$ cat src/rtl/dotclk_enable_gen_if.sv
// Signal bundle between the dot-clock timing block and its consumers.
// The master drives lock/increment controls; the slave returns resets and tick strobes.
interface dotclk_enable_gen_if #(
    parameter int NUM_CH = 2,
    parameter int ACC_W  = 16
);
    logic                    locked_in;
    logic [NUM_CH*ACC_W-1:0] inc_in;
    logic [NUM_CH-1:0]       inc_load;
    logic [NUM_CH-1:0]       ch_enable;
    logic                    sys_reset_n;
    logic                    ready;
    logic [NUM_CH-1:0]       tick_out;

    modport master (
        output locked_in, inc_in, inc_load, ch_enable,
        input  sys_reset_n, ready, tick_out
    );

    modport slave (
        input  locked_in, inc_in, inc_load, ch_enable,
        output sys_reset_n, ready, tick_out
    );
endinterface

$ cat src/rtl/dotclk_enable_gen.sv
// PLL-lock qualifier, synchronous-release reset sequencer and NUM_CH
// phase-accumulator clock-enable generators, all in the PLL output clock domain.

module dotclk_nco_lane #(
    parameter int               ACC_W     = 16,
    parameter logic [ACC_W-1:0] INC_RESET = {1'b1, {(ACC_W-1){1'b0}}}
) (
    input  logic             clock_in,
    input  logic             reset_n,
    input  logic             run_cur,
    input  logic             run_nxt,
    input  logic             enable,
    input  logic             load,
    input  logic [ACC_W-1:0] inc_new,
    output logic             tick
);
    logic [ACC_W-1:0] inc;
    logic [ACC_W-1:0] acc;

    always_ff @(posedge clock_in or negedge reset_n) begin
        if (!reset_n) begin
            inc  <= INC_RESET;
            acc  <= '0;
            tick <= 1'b0;
        end else begin
            // a load and a carry on the same edge: the sum below still sees the old inc
            if (load)
                inc <= inc_new;
            if (!run_nxt) begin
                acc  <= '0;
                tick <= 1'b0;
            end else if (run_cur && enable) begin
                {tick, acc} <= {1'b0, acc} + {1'b0, inc};
            end else begin
                tick <= 1'b0;
            end
        end
    end
endmodule

module dotclk_enable_gen #(
    parameter int               NUM_CH      = 2,
    parameter int               ACC_W       = 16,
    parameter int               LOCK_CYCLES = 64,
    parameter int               SYNC_STAGES = 2,
    parameter logic [ACC_W-1:0] INC_RESET   = {1'b1, {(ACC_W-1){1'b0}}}
) (
    input  logic                clock_in,
    input  logic                reset_n,
    dotclk_enable_gen_if.slave  bus
);
    localparam int CNT_W = $clog2(LOCK_CYCLES + 1);

    typedef enum logic [1:0] {
        WAIT_LOCK = 2'd0,
        COUNT     = 2'd1,
        RUN       = 2'd2
    } state_t;

    state_t                 state, state_nxt;
    logic [CNT_W-1:0]       cnt, cnt_nxt;
    logic [SYNC_STAGES-1:0] sync_q;
    logic                   lk_s;
    logic                   ready_q;
    logic                   rst_q;
    logic [NUM_CH-1:0]      tick;

    // locked_in is asynchronous; this chain is its only sampling point
    always_ff @(posedge clock_in or negedge reset_n) begin
        if (!reset_n)
            sync_q <= '0;
        else
            sync_q <= {sync_q[SYNC_STAGES-2:0], bus.locked_in};
    end

    assign lk_s = sync_q[SYNC_STAGES-1];

    always_ff @(posedge clock_in or negedge reset_n) begin
        if (!reset_n) begin
            state <= WAIT_LOCK;
            cnt   <= '0;
        end else begin
            state <= state_nxt;
            cnt   <= cnt_nxt;
        end
    end

    always_comb begin
        state_nxt = state;
        cnt_nxt   = cnt;
        case (state)
            WAIT_LOCK: begin
                cnt_nxt = '0;
                if (lk_s) begin
                    cnt_nxt   = CNT_W'(1);
                    state_nxt = (LOCK_CYCLES == 1) ? RUN : COUNT;
                end
            end
            COUNT: begin
                if (!lk_s) begin
                    cnt_nxt   = '0;
                    state_nxt = WAIT_LOCK;
                end else begin
                    cnt_nxt = cnt + CNT_W'(1);
                    if (cnt_nxt == CNT_W'(LOCK_CYCLES))
                        state_nxt = RUN;
                end
            end
            RUN: begin
                if (!lk_s) begin
                    cnt_nxt   = '0;
                    state_nxt = WAIT_LOCK;
                end
            end
            default: begin
                cnt_nxt   = '0;
                state_nxt = WAIT_LOCK;
            end
        endcase
    end

    // decoded from the next state so the outputs move on the same edge as the FSM
    always_ff @(posedge clock_in or negedge reset_n) begin
        if (!reset_n) begin
            ready_q <= 1'b0;
            rst_q   <= 1'b0;
        end else begin
            ready_q <= (state_nxt == RUN);
            rst_q   <= (state_nxt == RUN);
        end
    end

    genvar c;
    generate
        for (c = 0; c < NUM_CH; c++) begin : g_lane
            dotclk_nco_lane #(
                .ACC_W     (ACC_W),
                .INC_RESET (INC_RESET)
            ) u_lane (
                .clock_in (clock_in),
                .reset_n  (reset_n),
                .run_cur  (state == RUN),
                .run_nxt  (state_nxt == RUN),
                .enable   (bus.ch_enable[c]),
                .load     (bus.inc_load[c]),
                .inc_new  (bus.inc_in[c*ACC_W +: ACC_W]),
                .tick     (tick[c])
            );
        end
    endgenerate

    assign bus.ready       = ready_q;
    assign bus.sys_reset_n = rst_q;
    assign bus.tick_out    = tick;
endmodule
$ cat src/flat_wrapper.sv
// flat-port wrapper written by rule: the top's interface ports become plain ports
module dotclk_enable_gen_flat 
#(
    parameter int               NUM_CH      = 2,
    parameter int               ACC_W       = 16,
    parameter int               LOCK_CYCLES = 64,
    parameter int               SYNC_STAGES = 2,
    parameter logic [ACC_W-1:0] INC_RESET   = {1'b1, {(ACC_W-1){1'b0}}}
)
  (clock_in, reset_n, bus_locked_in, bus_inc_in, bus_inc_load, bus_ch_enable, bus_sys_reset_n, bus_ready, bus_tick_out);
  dotclk_enable_gen_if #(.NUM_CH(NUM_CH), .ACC_W(ACC_W)) bus_i ();
  input  logic clock_in;
  input  logic reset_n;
  input wire logic [$bits(bus_i.locked_in)-1:0] bus_locked_in;
  input wire logic [$bits(bus_i.inc_in)-1:0] bus_inc_in;
  input wire logic [$bits(bus_i.inc_load)-1:0] bus_inc_load;
  input wire logic [$bits(bus_i.ch_enable)-1:0] bus_ch_enable;
  output wire logic [$bits(bus_i.sys_reset_n)-1:0] bus_sys_reset_n;
  output wire logic [$bits(bus_i.ready)-1:0] bus_ready;
  output wire logic [$bits(bus_i.tick_out)-1:0] bus_tick_out;
  assign bus_i.locked_in = bus_locked_in;
  assign bus_i.inc_in = bus_inc_in;
  assign bus_i.inc_load = bus_inc_load;
  assign bus_i.ch_enable = bus_ch_enable;
  assign bus_sys_reset_n = bus_i.sys_reset_n;
  assign bus_ready = bus_i.ready;
  assign bus_tick_out = bus_i.tick_out;
  dotclk_enable_gen #(.NUM_CH(NUM_CH), .ACC_W(ACC_W), .LOCK_CYCLES(LOCK_CYCLES), .SYNC_STAGES(SYNC_STAGES), .INC_RESET(INC_RESET)) u_core (.clock_in(clock_in), .reset_n(reset_n), .bus(bus_i));
endmodule
$ cat config.mk
export PLATFORM = sky130hd
export DESIGN_NAME = dotclk_enable_gen_flat
export DESIGN_NICKNAME = d
export VERILOG_FILES = /design/src/rtl/dotclk_enable_gen_if.sv /design/src/rtl/dotclk_enable_gen.sv /design/src/flat_wrapper.sv
export SDC_FILE = /design/constraint.sdc
export NUM_CORES = 1
export LEC_CHECK = 0
export CAP_MARGIN = 15
export CORE_UTILIZATION = 39
export DETAILED_ROUTE_END_ITERATION = 8
export PLACE_DENSITY = 0.56
export SLEW_MARGIN = 15
export SYNTH_ARGS = -nofsm -noshare
export SYNTH_HDL_FRONTEND = slang
export SYNTH_SLANG_ARGS = --single-unit
$ cat constraint.sdc
create_clock -name clock_in -period 2.8 [get_ports clock_in]
set_input_delay 0.28 -clock clock_in [delete_from_list [all_inputs] [get_ports clock_in]]
set_output_delay 0.28 -clock clock_in [all_outputs]
set_load 0.02 [all_outputs]
# Word-level counts from Yosys, hierarchy flattened
# Index checks and enable logic that the tools add are counted.
[totals] inputBits=39 word_cells=40 reg_bits=78
[classes] eq_ne=7 n_addsub=3 n_reduce_logical=3 muxes=17
[op_table] op="16-bit two-way mux" n=4
[op_table] op="16-bit by 16-bit adder with 17-bit output" n=2
[op_table] op="7-bit one-hot mux with 3 select lines" n=1
[op_table] op="7-bit two-way mux" n=2
[op_table] op="2-bit two-way mux" n=4
[op_table] op="7-bit by 1-bit adder with 7-bit output, second input constant" n=1
[op_table] op="7-bit == test, second input constant" n=1
[op_table] op="2-bit one-hot mux with 3 select lines" n=1
[op_table] op="1-bit two-way mux" n=5
[op_table] op="2-bit == test, second input constant" n=2
[op_table] op="2-bit inequality test, second input constant" n=2
[op_table] op="2-bit by 1-bit == test with 1-bit output, second input constant" n=1
[op_table] op="1-bit logical AND" n=2
[op_table] op="2-bit zero test" n=1
[op_table] op="2-bit by 1-bit inequality test with 1-bit output, second input constant" n=1

# Depth between registers and ports, before layout
# Gate-level depths: netlist of the first run.
[depth] ltp_word=7 mapped_depth=9

# By module
# A second synthesis of the first run with hierarchy kept.
[unflattened] hier_cells=435 area_unflattened_um2=4531.8
[modules_own_cells] module="dotclk_nco_lane" cells_each=189 n_inst=2 area_each_um2=1955.6 seq_area_each_um2=827.0
[modules_own_cells] module="dotclk_enable_gen" cells_each=57 n_inst=1 area_each_um2=620.6 seq_area_each_um2=300.3

# Worst setup path after synthesis of the first run
# OpenSTA, ideal clock, no wires.
[synth_path] kind="reg2reg" startpoint="register u_core.g_lane[1].u_lane.inc[0]" endpoint="register u_core.g_lane[1].u_lane.acc[14]" stages_incl_launch_ff=10 t_required_ns=2.731 path_slack_ns=0.550 n_path_buf=0 arrival_ns=2.181 setup_time_ns=0.069 path_cell_list="dfrtp_1 -> ha_1 -> inv_1 -> fa_1 -> and2b_1 -> o31a_2 -> o21ai_2 -> o31a_1 -> or4_1 -> nand3_1"
[synth_via] elab_chain_cells=3
[synth_rtl] element="from (decl)" line="dotclk_enable_gen.sv:17" text="logic [ACC_W-1:0] inc;"
[synth_rtl] element="from (signal assigned)" line="dotclk_enable_gen.sv:28" text="inc <= inc_new;"
[synth_rtl] element="16-bit by 16-bit adder with 17-bit output" line="dotclk_enable_gen.sv:33" text="{tick, acc} <= {1'b0, acc} + {1'b0, inc};"
[synth_rtl] element="16-bit two-way mux" line="dotclk_enable_gen.sv:32" text="end else if (run_cur && enable) begin"
[synth_rtl] element="16-bit two-way mux" line="dotclk_enable_gen.sv:29" text="if (!run_nxt) begin"
[synth_rtl] element="to (signal assigned)" line="dotclk_enable_gen.sv:33"
[synth_rtl] element="to (decl)" line="dotclk_enable_gen.sv:18" text="logic [ACC_W-1:0] acc;"
# No other way between the ends. The select of a mux whose other input is x is not followed.
# A chain may end at the register's enable or synchronous reset.

# Worst setup path in the final report of the first run
[layout_path] startpoint="register u_core.g_lane[1].u_lane.acc[0]" endpoint="register u_core.g_lane[1].u_lane.acc[14]"
[layout_via] elab_chain_cells=3
[layout_rtl] element="16-bit by 16-bit adder with 17-bit output" line="dotclk_enable_gen.sv:33"
[layout_rtl] element="16-bit two-way mux" line="dotclk_enable_gen.sv:32"
[layout_rtl] element="16-bit two-way mux" line="dotclk_enable_gen.sv:29"
# No other way between the ends. The select of a mux whose other input is x is not followed.

==> out/summary.log, run 1 <==
qor: clocking.cts_made_buffers 9
qor: worst_setup_path.worst_r2r_path_depth 9
qor: worst_setup_path.critPathKind flip-flop to flip-flop
qor: die.die_width 112 um
qor: cells_and_area.layout.nets 590
qor: drt.drt-initial-drc-count 107
qor: outcome.violated_checks design-rule violations
qor: placed_design.post-place-cells 648
qor: drt.postRouteAntennaNets 0
qor: cells_and_area.area.growth.synth_to_final 16.8%
qor: die.initial_core_util 40.6%
qor: yosys.synth_warnings 0
qor: worst_setup_path.setup.worst_path.end_class flip-flop
qor: die.ioPinCount 43
qor: sta.hold_viol 0
qor: sta.total_negative_setup_slacks 0 ns
qor: grt.largest_net_degree_at_the_start_of_global_routing 79
qor: clocking.clock_latency 0.34 ns
qor: yosys.syn_area 4710 um2
qor: placed_design.finalWeightedCongestion 0.845
qor: clocking.cts_tree yes
qor: worst_setup_path.crit_path_max_fanout 4
qor: drt.routedWlPerCell 14.4 um
qor: worst_setup_path.r2r_setup_slack 0.40 ns
qor: placed_design.dp.final_hpwl 6800 um
qor: sta.timing.final.crit_period 2.40 ns
qor: grt.number_of_global_route_vias_before_repair 3657
qor: cells_and_area.seq_cell_area 1950 um2
qor: worst_hold_path.holdCritPathClass primary input to asynchronous set/reset pin
qor: yosys.yosys.area.top_type dfrtp_1
qor: pwr.cellLeakagePower 2.33 nW
qor: placed_design.number_of_input_and_output_port_buffers_inserted 42
qor: clocking.buffer_depth_of_the_longest_clock_path 2
qor: clocking.clock-sinks 78
qor: drt.routed-via-count 3622
qor: yosys.synth_async_sr_flop_share 100%
qor: grt.globalRouteTotalUtil 17.0%
qor: yosys.synthTopCellsByCount dfrtp_1, nand2_1, a21oi_1
qor: grt.grt_antenna_before_repair 0
qor: outcome.outcome finished with violations
qor: sta.grt_setup_unrepaired false
qor: worst_setup_path.rr_endpoint u_core.g_lane[1].u_lane.acc[14]
qor: worst_setup_path.worst_setup_path_start_kind flip-flop
qor: sta.fmax 0.416 GHz
qor: worst_setup_path.cp_data_required_time 3.07 ns
qor: clocking.cts_post_setup_buffers_inserted 0
qor: job.cap_violations 0
qor: pwr.vdd.ir_drop.worst 0.349 mV
qor: grt.gr-total-overflow 0
qor: yosys.synth_enable_flop_cells 0
qor: die.core_area 11600 um2
qor: cells_and_area.share_of_layout_cells_above_drive_strength_1 10.9%
qor: die.die_height 112 um
qor: clocking.clock_transition_at_path_regs 0.06 ns
qor: drt.detail_route.drc_violations 3
qor: sta.worst_pin_slew 0.998 ns
qor: cells_and_area.inserted_diodes 0
qor: yosys.syn-instance-count 482
qor: clocking.number_of_gates_resized_after_cts 0
qor: grt.grt_pass1_wl 16900 um
qor: sta.finalCritPeriodShare 85.8%
qor: die.fp-row-count 39
qor: clocking.cts_root_buf clkbuf_16
qor: sta.final.hold.worst_slack 0.104 ns
qor: yosys.synth_nets 556
qor: sta.finalSetupViolCount 0
qor: die.design.die.area 12500 um2
qor: yosys.synth-seq-area-share 41.5%
qor: yosys.synth.top_cell.area_share 40.4%
qor: yosys.synth.avg_cell_area 9.77 um2
qor: yosys.synth_cell_types 60
qor: cells_and_area.final-instance-count-excl-fill 664
qor: worst_setup_path.crit_arrival 2.68 ns
qor: cells_and_area.fillerInstances 1112
qor: yosys.yosysMostFrequentCell dfrtp_1
qor: yosys.flops_latches_synth 78
qor: drt.routed_via_density 5.45
qor: drt.drt_pass_1_iters 6
qor: pwr.post-layout-total-power 0.00262 W
qor: worst_setup_path.crit-reg2reg-launch u_core.g_lane[1].u_lane.acc[0]
qor: pwr.power.density 477 nW/um2
qor: yosys.synth_area_leaders dfrtp_1, ha_1, mux2_2
qor: clocking.holdBufCountCts 0
qor: clocking.clock_tree.htree_level_count 3
qor: yosys.postSynth.topFlopCell dfrtp_1
qor: cells_and_area.multiInputGateArea 2580 um2
qor: sta.clock-skew-final 0.00529 ns
qor: drt.detail_route.wirelength 9540 um
qor: sta.drv_slew 0
qor: sta.max-slew-margin-rel 33.4%
==> worst max-delay path by stage <==
stage | from | end | slack, ns | depth (start not counted)
final | u_core.g_lane[1].u_lane.acc[0] | u_core.g_lane[1].u_lane.acc[14] | 0.40 | 9
after global routing | u_core.g_lane[1].u_lane.acc[0] | u_core.g_lane[1].u_lane.acc[14] | 0.27 | 9
after CTS | u_core.g_lane[1].u_lane.inc[0] | u_core.g_lane[1].u_lane.acc[14] | 0.40 | 9
after detailed placement | u_core.g_lane[1].u_lane.inc[0] | u_core.g_lane[1].u_lane.acc[14] | 0.41 | 9
after global placement | u_core.g_lane[1].u_lane.inc[0] | u_core.g_lane[1].u_lane.acc[14] | 0.44 | 9
after floorplan | u_core.g_lane[1].u_lane.inc[0] | u_core.g_lane[1].u_lane.acc[14] | 0.55 | 9
==> logic make-up after synthesis <==
family,Yosys count,share of synthesized area (%)
buffers and inverters,37,3.72
AOI/OAI and AO/OA,135,19.0
xor gates and xnor gates,15,2.79
adders and majority gates,35,9.62
and+or+nand+nor,146,14.8
muxes,36,8.55
DFF,78,41.5
==> state kept, by name, indices dropped and copies added (netlist names) <==
register,count
u_core.cnt,7
u_core.sync_q,2
u_core.g_lane.u_lane.tick,2
u_core.g_lane.u_lane.inc,32
u_core.g_lane.u_lane.acc,32
u_core.state,2
u_core.bus.ready,1
==> critical path: stages, from the launching register on <==
cell and delay [ns]:
dfrtp_1 0.35, ha_1 0.16, inv_1 0.05, fa_1 0.37, and2b_1 0.24, o31a_2 0.18, o21ai_2 0.09, o31a_1 0.34
or4_1 0.47, nand3_1 0.09
==> power by group <==
group / total, W / internal, W / switching, W
Combinational: 0.000299 / 0.000153 / 0.000145
Clock: 0.00111 / 0.000675 / 0.000436
Sequential: 0.00121 / 0.00118 / 0.0000338
==> cell usage in the layout (no fill, tap or decap), drive strengths merged, types with 7 or more instances in the layout <==
cell	n
xnor2	8
nor3	8
mux2	31
nand2b	8
nand3	12
clkdlybuf4s50	41
nor2	36
a21oi	39
ha	33
o21ai	35
inv	16
a211oi	14
and3	7
dfrtp	76
xor2	7
a21o	7
clkbuf	16
nand2	48
or3	8
==> layout make-up <==
| class | instances | area share, % |
|---|---|---|
| Clock buffer | 16 | 5.12 |
| Timing Repair Buffer | 44 | 8.10 |
| Sequential cell | 78 | 35.5 |
| Inverter | 16 | 1.09 |
| Multi-Input combinational cell | 367 | 46.9 |
| Tap cell | 143 | 3.25 |
==> metal layers <==
layer | part of all wire, % | GRT usage [%]
met1 | 46 | 20.5
met2 | 49 | 28.9
met3 | 4.0 | 5.01
met4 | 1.4 | 5.77
met5 | 0 | 0
==> metrics by stage <==
step                      area [um2]  setup slack [ns]  util, %
after floorplan                 4710             0.550        -
after global placement          5220             0.445     44.9
after detailed placement        5220             0.410     44.9
after CTS                       5500             0.395     47.4
after global routing            5500             0.271     47.4
final                           5500             0.397     47.4
Note: power is estimated with default switching activity, not from simulation.
==> inputs of run 2 (changes only) <==
--- a/config.mk
+++ b/config.mk
@@ -5,10 +5,11 @@
 export SDC_FILE = /design/constraint.sdc
 export NUM_CORES = 1
 export LEC_CHECK = 0
+export ABC_AREA = 1
 export CAP_MARGIN = 15
 export CORE_UTILIZATION = 39
 export DETAILED_ROUTE_END_ITERATION = 8
-export PLACE_DENSITY = 0.56
+export PLACE_DENSITY = 0.55
 export SLEW_MARGIN = 15
 export SYNTH_ARGS = -nofsm -noshare
 export SYNTH_HDL_FRONTEND = slang
==> run 2 against run 1 <==
The run now ends clean. Maximum frequency grew 26%. Combinational power grew 6%. Clock skew shrank 0.00067 ns. Total power grew 4.8%. Final cell count grew 26%. Critical path depth is the same. Register-to-register slack gained 0.50 ns. Cell area grew 7.2%.
==> out/summary.log, run 2 <==
qor: outcome.outcome finished, final reports clean
qor: grt.grt_pass1_wl 18200 um [+7.5%]
qor: drt.routedWlPerCell 12.8 um [-11%]
qor: die.die_height 116 um [+3.7%]
qor: worst_setup_path.r2r_setup_slack 0.90 ns [+0.50 ns]
qor: worst_setup_path.worst_setup_path_start_kind flip-flop
qor: yosys.synth_warnings 0 [unchanged]
qor: clocking.clock_transition_at_path_regs 0.06 ns [about the same]
qor: die.design.die.area 13500 um2 [+7.6%]
qor: clocking.holdBufCountCts 0 [unchanged]
qor: worst_hold_path.holdCritPathClass primary input to asynchronous set/reset pin
qor: placed_design.finalWeightedCongestion 0.845 [about the same]
qor: clocking.cts_made_buffers 9 [unchanged]
qor: clocking.cts_tree yes
qor: worst_setup_path.critical-path-max-stage-delay 0.41 ns [-0.06 ns]
qor: pwr.vdd.ir_drop.worst 0.246 mV [-29%]
qor: yosys.postSynth.topFlopCell dfrtp_1
qor: yosys.synth_nets 697 [+25%]
qor: drt.drt_pass_1_iters 4 [-2]
qor: sta.timing.final.crit_period 1.90 ns [-0.502 ns]
qor: drt.postRouteAntennaNets 0 [unchanged]
qor: yosys.synth_cell_types 33 [-45%]
qor: yosys.synth_async_sr_flop_share 100% [unchanged]
qor: pwr.cellLeakagePower 3.06 nW [+31%]
qor: yosys.synth_enable_flop_cells 0 [unchanged]
qor: cells_and_area.seq_cell_area 1950 um2 [unchanged]
qor: placed_design.dp.final_hpwl 7770 um [+14%]
qor: worst_setup_path.cell_at_the_slowest_stage_of_the_critical_path fa_1
qor: yosys.synthTopCellsByCount nand2_1, inv_1, dfrtp_1
qor: worst_setup_path.worst_r2r_path_depth 9 [unchanged]
qor: grt.grt_antenna_before_repair 0 [unchanged]
qor: worst_setup_path.cp_data_required_time 3.03 ns [-0.04 ns]
qor: clocking.number_of_gates_resized_after_cts 0 [unchanged]
qor: drt.routed-via-count 4085 [+13%]
qor: worst_setup_path.crit_path_max_fanout 3 [-1]
qor: die.die_width 116 um [+3.7%]
qor: drt.routed_via_density 4.87 [-11%]
qor: cells_and_area.top_regs u_core.g_lane.u_lane.acc: 32 flops, u_core.g_lane.u_lane.inc: 32 flops, u_core.cnt: 7 flops
qor: sta.worst_pin_slew 0.996 ns [-0.00260 ns]
qor: job.cap_violations 0 [unchanged]
qor: sta.clock-skew-final 0.00462 ns [-0.000671 ns]
qor: grt.globalRouteTotalUtil 17.5% [+0.52 points]
qor: worst_setup_path.crit_family adder cells
qor: sta.hold_viol 0 [unchanged]
qor: sta.max-slew-margin-rel 33.6% [+0.17 points]
qor: placed_design.post-place-cells 823 [+27%]
qor: worst_setup_path.crit_buf_inv 1 [unchanged]
qor: yosys.syn_area 5070 um2 [+7.7%]
qor: worst_setup_path.path_cells ha_1 > inv_1 > fa_1 > o21ai_0 > nand3_1 > nand3_1 > nand2_1 > nand3_1 > nand2_1
qor: clocking.cts_post_setup_buffers_inserted 0 [unchanged]
qor: pwr.power.density 466 nW/um2 [-2.3%]
qor: grt.largest_net_degree_at_the_start_of_global_routing 79 [unchanged]
qor: die.fp-row-count 41 [+5.1%]
qor: sta.total_negative_setup_slacks 0 ns [unchanged]
qor: worst_setup_path.path_depth 9 [unchanged]
qor: cells_and_area.multiInputGateArea 2710 um2 [+4.9%]
qor: sta.fmax 0.526 GHz [+26%]
qor: worst_setup_path.cp-startpoint u_core.g_lane[0].u_lane.inc[0]
qor: yosys.synth-seq-area-share 38.5% [-3.0 points]
qor: cells_and_area.commonest_cells_after_routing_fill_and_taps_aside nand2_1, inv_1, dfrtp_1
qor: worst_setup_path.crit_arrival 2.13 ns [-0.55 ns]
qor: worst_setup_path.critPathKind flip-flop to flip-flop
qor: drt.drt-initial-drc-count 177 [+65%]
qor: yosys.synth_area_leaders dfrtp_1, nand2_1, ha_1
qor: cells_and_area.fillerInstances 1290 [+16%]
qor: worst_setup_path.endpoint u_core.g_lane[0].u_lane.acc[12]
qor: die.initial_core_util 40.0% [-0.51 points]
qor: cells_and_area.most_frequent_standard_cell_in_the_layout_excluding_fill_and_tap_cells nand2_1
qor: placed_design.number_of_input_and_output_port_buffers_inserted 42 [unchanged]
qor: die.ioPinCount 43 [unchanged]
qor: cells_and_area.final-instance-count-excl-fill 838 [+26%]
qor: yosys.syn-instance-count 623 [+29%]
qor: drt.detail_route.drc_violations 0 [-3]
qor: clocking.clock-sinks 78 [unchanged]
qor: die.core_area 12700 um2 [+9.1%]
qor: grt.gr-total-overflow 0 [unchanged]
qor: worst_setup_path.critical-path-top-cell-by-count nand3_1
qor: worst_setup_path.rr_endpoint u_core.g_lane[0].u_lane.acc[12]
qor: sta.finalCritPeriodShare 67.9% [-18 points]
qor: yosys.synth.top_cell.area_share 37.5% [-2.9 points]
qor: worst_setup_path.setup.worst_path.end_class flip-flop
qor: clocking.buffer_depth_of_the_longest_clock_path 2 [unchanged]
qor: clocking.clock_tree.htree_level_count 3 [unchanged]
qor: yosys.yosysMostFrequentCell nand2_1
qor: sta.grt_setup_unrepaired false
qor: yosys.synth.avg_cell_area 8.14 um2 [-17%]
qor: sta.drv_slew 0 [unchanged]
qor: clocking.cts_root_buf clkbuf_16
qor: drt.detail_route.wirelength 10700 um [+12%]
qor: cells_and_area.inserted_diodes 0 [unchanged]
qor: cells_and_area.area.growth.synth_to_final 16.2%
qor: yosys.flops_latches_synth 78 [unchanged]
qor: grt.number_of_global_route_vias_before_repair 3828 [+4.7%]
qor: sta.finalSetupViolCount 0 [unchanged]
qor: worst_setup_path.crit-reg2reg-launch u_core.g_lane[0].u_lane.inc[0]
qor: cells_and_area.layout.nets 736 [+25%]
qor: yosys.yosys.area.top_type dfrtp_1
qor: cells_and_area.share_of_layout_cells_above_drive_strength_1 12.3% [+1.4 points]
qor: clocking.clock_latency 0.34 ns [about the same]
## run 2: power by group
group / total (W) / leakage, nW / internal [W] / switching [W]
Sequential: 0.00122 / 1.01 / 0.00118 / 0.0000346
Clock: 0.00122 / 0.152 / 0.000770 / 0.000446
Combinational: 0.000317 / 1.90 / 0.000150 / 0.000167
## run 2: layout make-up
cell class	instances	share of cell area, %
Multi-Input combinational cell	453	45.9
Sequential cell	78	33.1
Tap cell	172	3.65
Inverter	77	4.90
Clock inverter	5	1.27
Timing Repair Buffer	43	7.22
Clock buffer	10	3.88
## run 2: metrics by stage
stage / area (um2) / setup slack [ns] / power (W) / hold WS, ns / utilization, %
after global routing: 5900 / 0.775 / 0.00289 / 0.189 / 46.5
final: 5900 / 0.900 / 0.00275 / 0.104 / 46.5
after CTS: 5900 / 0.891 / 0.00280 / 0.155 / 46.5
after global placement: 5590 / 0.933 / 0.00155 / 0.339 / 44.1
after detailed placement: 5590 / 0.911 / 0.00155 / 0.337 / 44.1
after floorplan: 5070 / 1.14 / 0.00143 / -0.0156 / -
## run 2: worst min path at each step
stage                                 from          endpoint  slack [ns]  cells after the start
after floorplan                    reset_n  u_core.bus.ready       -0.02                      0
after global placement    u_core.sync_q[0]  u_core.sync_q[1]        0.34                      0
after detailed placement  u_core.sync_q[0]  u_core.sync_q[1]        0.34                      0
after CTS                          reset_n     u_core.cnt[3]        0.15                      1
after global routing               reset_n     u_core.cnt[4]        0.19                      1
final                              reset_n     u_core.cnt[4]        0.10                      1
## run 2: logic make-up after synthesis
logic type	synth area share (%)
compound gates	4.61
xor+xnor	2.24
fa+ha+maj	8.93
buf+inv	8.11
flops	38.5
mux	6.66
simple gates	30.9
## run 2: metal layers
metal | global-route usage [%] | vias up | routed length, um | part of all wire [%]
met5 | 0 | - | 0 | 0
met4 | 8.29 | 0 | 214 | 2.0
met3 | 3.03 | 13 | 310 | 2.9
met2 | 26.2 | 54 | 4560 | 43
met1 | 24.6 | 1919 | 5620 | 52
li1 | - | 2099 | - | -
==> inputs of run 3 (changes only) <==
--- a/config.mk
+++ b/config.mk
@@ -9,7 +9,7 @@
 export CAP_MARGIN = 15
 export CORE_UTILIZATION = 39
 export DETAILED_ROUTE_END_ITERATION = 8
-export PLACE_DENSITY = 0.55
+export PLACE_DENSITY = 0.58
 export SLEW_MARGIN = 15
 export SYNTH_ARGS = -nofsm -noshare
 export SYNTH_HDL_FRONTEND = slang
==> constraint.sdc (replaced) <==
create_clock -name clock_in -period 1.7 [get_ports clock_in]
set_input_delay 0.17 -clock clock_in [delete_from_list [all_inputs] [get_ports clock_in]]
set_output_delay 0.17 -clock clock_in [all_outputs]
set_load 0.02 [all_outputs]
==> run 3 against run 2 <==
Die area did not move. Via count rose by 5.0%. Critical path depth rose by 2. Flip-flop and latch count did not move. Routed wire length rose by 12%. Non-clock buffer count rose by 45. Utilization rose by 7.5 points. Count of clock-buffer cells in the layout rose by 1. Sequential power rose by 66%. Worst setup slack got worse by 0.87 ns. Register-to-register slack got worse by 0.87 ns. Critical endpoint is now u_core.g_lane[1].u_lane.acc[12]. Largest cell class unchanged.
==> out/summary.log, run 3 (synthesized netlist as in run 2, its figures left out) <==
qor: sta.clock-skew-final 0.00951 ns [+0.00489 ns]
qor: placed_design.dp.final_hpwl 8500 um [+9.5%]
qor: sta.hold_viol 0 [unchanged]
qor: clocking.buffer_depth_of_the_longest_clock_path 2 [unchanged]
qor: job.cap_violations 0 [unchanged]
qor: drt.detail_route.drc_violations 0 [unchanged]
qor: placed_design.dpl_worst_slack -0.0935 ns [-1.00 ns]
qor: worst_setup_path.crit_path_max_fanout 3 [unchanged]
qor: die.initial_core_util 40.0% [unchanged]
qor: placed_design.detailed_place.area 5910 um2 [+5.8%]
qor: pwr.post-layout-total-power 0.00485 W [+76%]
qor: cells_and_area.inserted_diodes 0 [unchanged]
qor: worst_setup_path.crit_buf_inv 2 [+1]
qor: cells_and_area.commonest_cells_after_routing_fill_and_taps_aside nand2_1, dfrtp_1, inv_1
qor: worst_setup_path.critical-path-top-cell-by-count nand3_2
qor: worst_setup_path.cell_at_the_slowest_stage_of_the_critical_path dfrtp_1
qor: drt.drt_pass_1_iters 4 [unchanged]
qor: worst_setup_path.critPathKind flip-flop to flip-flop
qor: sta.finalWorstSetupSlack 0.0261 ns [-0.874 ns]
qor: pwr.internal_power_of_the_cells 0.00366 W [+74%]
qor: die.core_area 12700 um2 [unchanged]
qor: drt.routed_via_density 4.85 [-0.47%]
qor: pwr.power.density 709 nW/um2 [+52%]
qor: cells_and_area.area.growth.synth_to_final 34.9%
qor: clocking.clock-sinks 78 [unchanged]
qor: grt.grt_pass1_wl 19100 um [+5.2%]
qor: clocking.clock_transition_at_path_regs 0.06 ns [about the same]
qor: worst_setup_path.crit_arrival 1.91 ns [-0.22 ns]
qor: worst_hold_path.holdCritPathClass primary input to asynchronous set/reset pin
qor: worst_setup_path.setup.worst_path.end_class flip-flop
qor: sta.finalSetupViolCount 0 [unchanged]
qor: grt.grt_antenna_before_repair 0 [unchanged]
qor: clocking.clock_tree.htree_level_count 3 [unchanged]
qor: clocking.clock_latency 0.35 ns [about the same]
qor: die.die_width 116 um [unchanged]
qor: worst_setup_path.cp_data_required_time 1.94 ns [-1.09 ns]
qor: sta.final.hold.worst_slack 0.233 ns [+0.129 ns]
qor: cells_and_area.postLayoutCellArea 6850 um2 [+16%]
qor: sta.fmax 0.597 GHz [+14%]
qor: drt.routedWlPerCell 13.6 um [+6.6%]
qor: die.fp-row-count 41 [unchanged]
qor: placed_design.post-place-cells 856 [+4.0%]
qor: drt.routed-via-count 4289 [+5.0%]
qor: clocking.cts_tree yes
qor: pwr.netSwitchingPower 0.00119 W [+84%]
qor: pwr.power.combinational.fraction 13.7% [+2.2 points]
qor: worst_setup_path.critical-path-max-stage-delay 0.36 ns [-0.05 ns]
qor: sta.finalCritPeriodShare 98.5% [+31 points]
qor: cells_and_area.final-instance-count-excl-fill 884 [+5.5%]
qor: grt.largest_net_degree_at_the_start_of_global_routing 30 [-62%]
qor: sta.drv_slew 0 [unchanged]
qor: grt.gr-total-overflow 0 [unchanged]
qor: die.design.die.area 13500 um2 [unchanged]
qor: sta.max-slew-margin-rel 82.3% [+49 points]
qor: die.ioPinCount 43 [unchanged]
qor: worst_setup_path.path_cells ha_2 > inv_2 > fa_2 > inv_2 > nand3_2 > nand3_2 > nand3_2 > nand3_2 > nand2_1 > nand3_1 > nand2_1
qor: cells_and_area.layout.nets 781 [+6.1%]
qor: grt.number_of_global_route_vias_before_repair 4194 [+9.6%]
qor: worst_setup_path.worst_setup_path_start_kind flip-flop
qor: pwr.cellLeakagePower 3.35 nW [+9.8%]
qor: sta.grt_setup_unrepaired true
qor: cells_and_area.most_frequent_standard_cell_in_the_layout_excluding_fill_and_tap_cells nand2_1
qor: drt.postRouteAntennaNets 0 [unchanged]
qor: placed_design.number_of_input_and_output_port_buffers_inserted 42 [unchanged]
qor: pwr.clockPowerShare 44.5% [+0.2 points]
qor: drt.drt-initial-drc-count 194 [+9.6%]
qor: worst_setup_path.crit_family adder cells
qor: pwr.vdd.ir_drop.worst 0.620 mV [+150%]
qor: clocking.cts_made_buffers 9 [unchanged]
qor: pwr.power_frac_seq 41.8% [-2.4 points]
qor: grt.globalRouteTotalUtil 18.3% [+0.82 points]
qor: outcome.outcome finished, final reports clean
qor: pwr.switching_share 24.6% [+1.0 points]
qor: cells_and_area.share_of_layout_cells_above_drive_strength_1 28.8% [+16 points]
qor: sta.timing.final.crit_period 1.67 ns [-0.226 ns]
qor: placed_design.finalWeightedCongestion 0.881 [+4.2%]
qor: drt.detail_route.wirelength 12000 um [+12%]
qor: die.die_height 116 um [unchanged]
qor: cells_and_area.top_regs u_core.g_lane.u_lane.acc: 32 flops, u_core.g_lane.u_lane.inc: 32 flops, u_core.cnt: 7 flops
qor: sta.worst_pin_slew 0.265 ns [-0.731 ns]
qor: clocking.cts_root_buf clkbuf_16
run 3: metal layers:
metal,vias up,share of wire (%),track usage (%)
met3,9,3.3,5.39
met4,0,1.1,4.96
li1,2176,-,-
met2,58,50,31.0
met5,-,0,0
met1,2046,46,22.8
run 3: cell type report:
type	count	area (um2)
Clock inverter	5	81.3
Clock buffer	11	253
Multi-Input combinational cell	453	3200
Fill cell	1219	5830
Tap cell	172	215
Inverter	77	289
Sequential cell	78	1960
Timing Repair Buffer	88	856
run 3: final timing paths:
check	start	to	slack, ns	depth (start not counted)
max	u_core.g_lane[1].u_lane.acc[0]	u_core.g_lane[1].u_lane.acc[12]	0.03	11
min	reset_n	u_core.cnt[5]	0.23	2
max reg2reg	u_core.g_lane[1].u_lane.acc[0]	u_core.g_lane[1].u_lane.acc[12]	0.03	11
min reg2reg	u_core.sync_q[0]	u_core.sync_q[1]	0.36	0
max in group asynchronous	reset_n	u_core.g_lane[0].u_lane.inc[15]	0.92	3
min in group clock_in	bus_locked_in	u_core.sync_q[0]	0.27	1
run 3: repair_timing:
action / 4_1_cts / 5_1_grt
setup endpoints to repair: 13 / 34
resized for setup: 11 / 85
hold endpoints to repair: 42 / 0
setup buffers: 0 / 11
hold buffers: 1 / 0
pin swaps: 1 / 19
run 3: power by group through the flow:
stage	clock network (W)	registers (W)	logic, W
final	0.00216	0.00203	0.000663
after global routing	0.00228	0.00204	0.000738
after CTS	0.00220	0.00200	0.000581
after detailed placement	0	0.00203	0.000566
after global placement	0	0.00203	0.000558
after floorplan	0	0.00201	0.000337
run 3: stage by stage:
step,util [%],TNS [ns]
global route,54.0,-0.635
CTS,49.9,0
floorplan,-,0
global placement,46.7,-0.100
finish,54.0,0
detailed placement,46.7,-0.450
